==> config.mk <==
export PLATFORM = sky130hd
export DESIGN_NAME = alu_operand_sequencer
export DESIGN_NICKNAME = d
export VERILOG_FILES = /design/src/rtl/alu_operand_sequencer.sv
export SDC_FILE = /design/constraint.sdc
export NUM_CORES = 1
export LEC_CHECK = 0
export CORE_AREA = 5 5 120 99
export DETAILED_ROUTE_END_ITERATION = 16
export DIE_AREA = 0 0 125 104
export PLACE_DENSITY = 0.66
export SLEW_MARGIN = 20
export SYNTH_ARGS = -nofsm -noshare
export SYNTH_HDL_FRONTEND = slang
export SYNTH_SLANG_ARGS = --single-unit
==> constraint.sdc <==
create_clock -name clk -period 2.5 [get_ports clk]
set_input_delay 0.5 -clock clk [delete_from_list [all_inputs] [get_ports clk]]
set_output_delay 0.5 -clock clk [all_outputs]
set_load 0.1 [all_outputs]
==> src/rtl/alu_operand_sequencer.sv <==
// Byte-serial front end for the 16-bit ALU: gathers A/B little-endian plus op select,
// holds them for EXEC_CYCLES, then returns the 16-bit result as two bytes.
module alu_operand_sequencer #(
  parameter int EXEC_CYCLES = 1,
  parameter int TIMEOUT     = 255
) (
  input  logic        clk,
  input  logic        rst,
  input  logic [7:0]  in_data,
  input  logic        in_valid,
  output logic        in_ready,
  input  logic [3:0]  op_sel,
  output logic [3:0]  alu_sel,
  output logic [15:0] data_a,
  output logic [15:0] data_b,
  input  logic [15:0] y,
  input  logic [2:0]  flags,
  output logic [7:0]  out_data,
  output logic [2:0]  out_flags,
  output logic        out_valid,
  input  logic        out_ready,
  output logic        busy,
  output logic        timeout_err
);

  typedef enum logic [2:0] {A_LO, A_HI, B_LO, B_HI, EXEC, SEND_LO, SEND_HI} state_t;

  localparam logic [3:0] EXEC_LOAD = 4'(EXEC_CYCLES - 1);
  localparam logic [7:0] TO_LAST   = 8'((TIMEOUT > 0) ? TIMEOUT - 1 : 0);
  localparam bit         TO_EN     = (TIMEOUT > 0);

  state_t      state, state_nxt;
  logic [15:0] result;
  logic [3:0]  exec_cnt;
  logic [7:0]  to_cnt;
  logic        xfer, in_frame, to_fire;

  assign in_ready  = (state == A_LO) || (state == A_HI) || (state == B_LO) || (state == B_HI);
  assign xfer      = in_valid && in_ready;
  assign in_frame  = (state == A_HI) || (state == B_LO) || (state == B_HI);
  // Abort when this idle cycle would bring the counter to TIMEOUT; a transfer wins.
  assign to_fire   = TO_EN && in_frame && !xfer && (to_cnt == TO_LAST);
  assign busy      = (state != A_LO);
  assign out_valid = (state == SEND_LO) || (state == SEND_HI);
  assign out_data  = (state == SEND_HI) ? result[15:8] : result[7:0];

  always_ff @(posedge clk or posedge rst) begin
    if (rst) state <= A_LO;
    else     state <= state_nxt;
  end

  always_comb begin
    state_nxt = state;
    case (state)
      A_LO:    if (xfer) state_nxt = A_HI;
      A_HI:    if (xfer) state_nxt = B_LO; else if (to_fire) state_nxt = A_LO;
      B_LO:    if (xfer) state_nxt = B_HI; else if (to_fire) state_nxt = A_LO;
      B_HI:    if (xfer) state_nxt = EXEC; else if (to_fire) state_nxt = A_LO;
      EXEC:    if (exec_cnt == 4'd0) state_nxt = SEND_LO;
      SEND_LO: if (out_ready) state_nxt = SEND_HI;
      SEND_HI: if (out_ready) state_nxt = A_LO;
      default: state_nxt = A_LO;
    endcase
  end

  always_ff @(posedge clk or posedge rst) begin
    if (rst) begin
      alu_sel     <= '0;
      data_a      <= '0;
      data_b      <= '0;
      result      <= '0;
      out_flags   <= '0;
      exec_cnt    <= '0;
      to_cnt      <= '0;
      timeout_err <= 1'b0;
    end else begin
      timeout_err <= to_fire;

      if (xfer) begin
        case (state)
          A_LO: begin
            data_a[7:0] <= in_data;
            alu_sel     <= op_sel;
          end
          A_HI:    data_a[15:8] <= in_data;
          B_LO:    data_b[7:0]  <= in_data;
          B_HI:    data_b[15:8] <= in_data;
          default: ;
        endcase
      end

      if (state == B_HI && xfer)
        exec_cnt <= EXEC_LOAD;
      else if (state == EXEC && exec_cnt != 4'd0)
        exec_cnt <= exec_cnt - 4'd1;

      if (state == EXEC && exec_cnt == 4'd0) begin
        result    <= y;
        out_flags <= flags;
      end

      // Idle counter only meaningful mid-frame; clearing outside covers state entry.
      if (!in_frame || xfer || to_fire)
        to_cnt <= '0;
      else if (to_cnt != 8'hFF)
        to_cnt <= to_cnt + 8'd1;
    end
  end

endmodule

==> results.yml, run 1 <==
run:
  max_cap_violations: 0
global_route:
  grt_max_degree: 53
  antenna_found_initial: 0
  grt_pass1_vias: 2317
  grt_pass1_wl_um: 12400
  grtUsageTotal_pct: 12.0
  overflow: 0
clock_network:
  root_buffer: "clkbuf_16"
  cts_sinks: 71
  postCtsSetupBuffers: 0
  path_clk_slew_ns: 0.06
  numCtsBuffers: 9
  clockBufferDepth: 2
  cts_hold_buf: 0
  cts_tree: "done"
  clk_latency_ns: 0.33
  h-tree-depth: 3
synth:
  synth_edf_count: 0
  synth_area_um2: 3080
  async_reset_ff_share_pct: 100
  synth_seq_cells: 71
  synthCells: 244
  synth.distinct_cells: 34
  synth_nets: 282
  avgSynthCellArea_um2: 12.6
  ys_seq_area_share_pct: 57.6
  synth_ff_type: "dfrtp_1"
  yosysWarningCount: 0
place:
  placedInstanceArea_um2: 4110
  dpl_worst_slack_ns: 0.283
  dpl.hpwl_um: 5220
  gp_congestion: 0.785
  numPortBuffers: 85
critical_path:
  required_ns: 2.00
  crit_path_start_kind: "flip-flop"
  crit_type: "flip-flop to output port"
  critPathMaxFanout: 11
  crit_path_end_kind: "output port"
  arrival_ns: 1.89
die:
  row_count: 34
  initial_core_util_pct: 29.1
  fp.dieW_um: 125
  die_h_um: 104
  io-pin-count: 86
  dieArea_um2: 13000
  core_um2: 10600
drt:
  routedWlPerCell_um: 15.4
  drt_iter0_drc: 100
  vias_per_cell: 4.45
  vias: 2152
  first_pass_iters: 5
  ant_nets: 0
  wirelength_um: 7460
  drc_errors: 0
cells_and_area:
  n_antenna_cell: 0
  seq_area_um2: 1780
  nNetsFinal: 373
  syn_to_final_growth_pct: 45.2
  stdcell_area_um2: 4480
  multi_input_area_um2: 1240
  num-fill-cells: 996
  drive_above_1_share_pct: 39.7
sta:
  max_slew_margin_pct: 63.0
  drv_slew: 0
  fin_crit_ns: 2.39
  tightest_slew_ns: 0.554
  rsz0062_at_grt: "false"
  tns_ns: 0
  setup_viol: 0
  hold_violations: 0
  fmax_mhz: 419
  finalCritPeriodShare_pct: 95.5
  skew_ns: 0.00859
  fin_ws_ns: 0.113
min_path:
  min_path_type: "flip-flop to flip-flop"
status:
  status: "completed"
## path summary, 6_finish.rpt
check	from	end	slack [ns]	cells after the start
hold / removal	data_b[10]$_DFFE_PP0P_	data_b[10]$_DFFE_PP0P_	0.47	2
max in group asynchronous	rst	state[2]$_DFFE_PP0P_	1.35	3
hold reg to reg	data_b[10]$_DFFE_PP0P_	data_b[10]$_DFFE_PP0P_	0.47	2
setup reg to reg	exec_cnt[0]$_DFFE_PP0P_	result[5]$_DFFE_PP0P_	0.34	5
setup / recovery	state[0]$_DFFE_PP0P_	out_data[3]	0.11	4
min in group asynchronous	rst	out_flags[0]$_DFFE_PP0P_	0.51	2
## area by class of cell
class / count / area share (%)
sequential: 71 / 39.7
multi-input combinational: 158 / 27.6
timing repair buffer: 89 / 19.9
clock buffer: 12 / 5.95
tap: 144 / 4.02
clock inverter: 4 / 2.21
inverter: 6 / 0.587
## critical path, cell delays in order (launching register included)
cell	delay (ns)
dfrtp_1	0.49
nand2b_1	0.23
or2_4	0.33
mux2_2	0.33
buf_12	0.17
## synth_stat cells, drive strengths merged, types with 2 or more instances
library cell / n / area (um^2)
nor3: 5 / 25.0
xnor2: 6 / 52.6
nand2: 32 / 120
buf: 3 / 36.3
ha: 3 / 37.5
nand3: 6 / 30.0
o21ai: 3 / 15.0
nand4: 3 / 18.8
and3: 4 / 26.3
inv: 6 / 22.5
a21oi: 3 / 15.0
mux2: 55 / 657
nor2: 16 / 60.1
nand2b: 3 / 18.8
a2111oi: 2 / 17.5
dfrtp: 71 / 1780
nor2b: 2 / 12.5
a211oi: 3 / 22.5
clkbuf: 6 / 22.5
xor2: 2 / 17.5
## flip-flops by register name, indices dropped and copies added, names as in the netlist
name and cells:
to_cnt 8, data_b 16, alu_sel 4, out_flags 3
exec_cnt 4, data_a 16, state 3, timeout_err 1
result 16
## logic make-up after synthesis
kind of cell / Yosys count / share of synthesized area, %
compound gates: 14 / 2.96
xor+xnor: 8 / 2.27
fa+ha+maj: 3 / 1.22
buf+inv: 15 / 2.64
flops: 71 / 57.6
mux: 55 / 21.3
simple gates: 78 / 12.0
## placed cells by master (no fill, tap or decap), drive strengths merged
cell type and n:
or3 1, ha 3, or4 1, and3 4, nand2b 3, clkdlybuf4s50 34, a2111oi 2, a31oi 1
or2 1, nand3 6, bufinv 3, nand4 3, buf 55, nor2 16, dfrtp 71, nor3 5
mux2 55, xnor2 6, a211oi 3, o22ai 1, or3b 1, o21ai 3, clkbuf 12, a311oi 1
nor2b 2, and4 1, nor4 1, nand3b 1, xor2 2, inv 6, clkinvlp 1, nand2 32
a21oi 3
## repair_timing
action	CTS	global route
setup endpoints to repair	8	0
gates resized for setup	2	0
hold endpoints to repair	0	0
## metal layers
layer | up-vias | part of all wire, % | global-route usage (%)
met3 | 12 | 7.1 | 5.90
met5 | - | 0 | 0
met1 | 1046 | 43 | 14.1
li1 | 1028 | - | -
met4 | 0 | 2.2 | 4.26
met2 | 66 | 48 | 19.1
## metrics by stage
step / utilization (%) / std cells / hold WS, ns
global route: 42.3 / 484 / 0.500
global placement: 38.8 / 468 / 0.463
CTS: 42.3 / 484 / 0.483
detailed placement: 38.8 / 468 / 0.467
floorplan: - / 244 / 0.475
finish: 42.3 / 484 / 0.474
Power of run 1 is left out: the tool's default activity adds up to more than one toggle a clock period on the data nets, which glitch-free logic cannot reach.
==> run 2: changes to the inputs <==
Settings changed: CTS_CLUSTER_DIAMETER from default to 30, GPL_TIMING_DRIVEN from default to 1.
==> results of run 2 <==
No change in the layout: final DEF, timing and power equal those of run 1.
Power of run 2 is left out for the same reason.
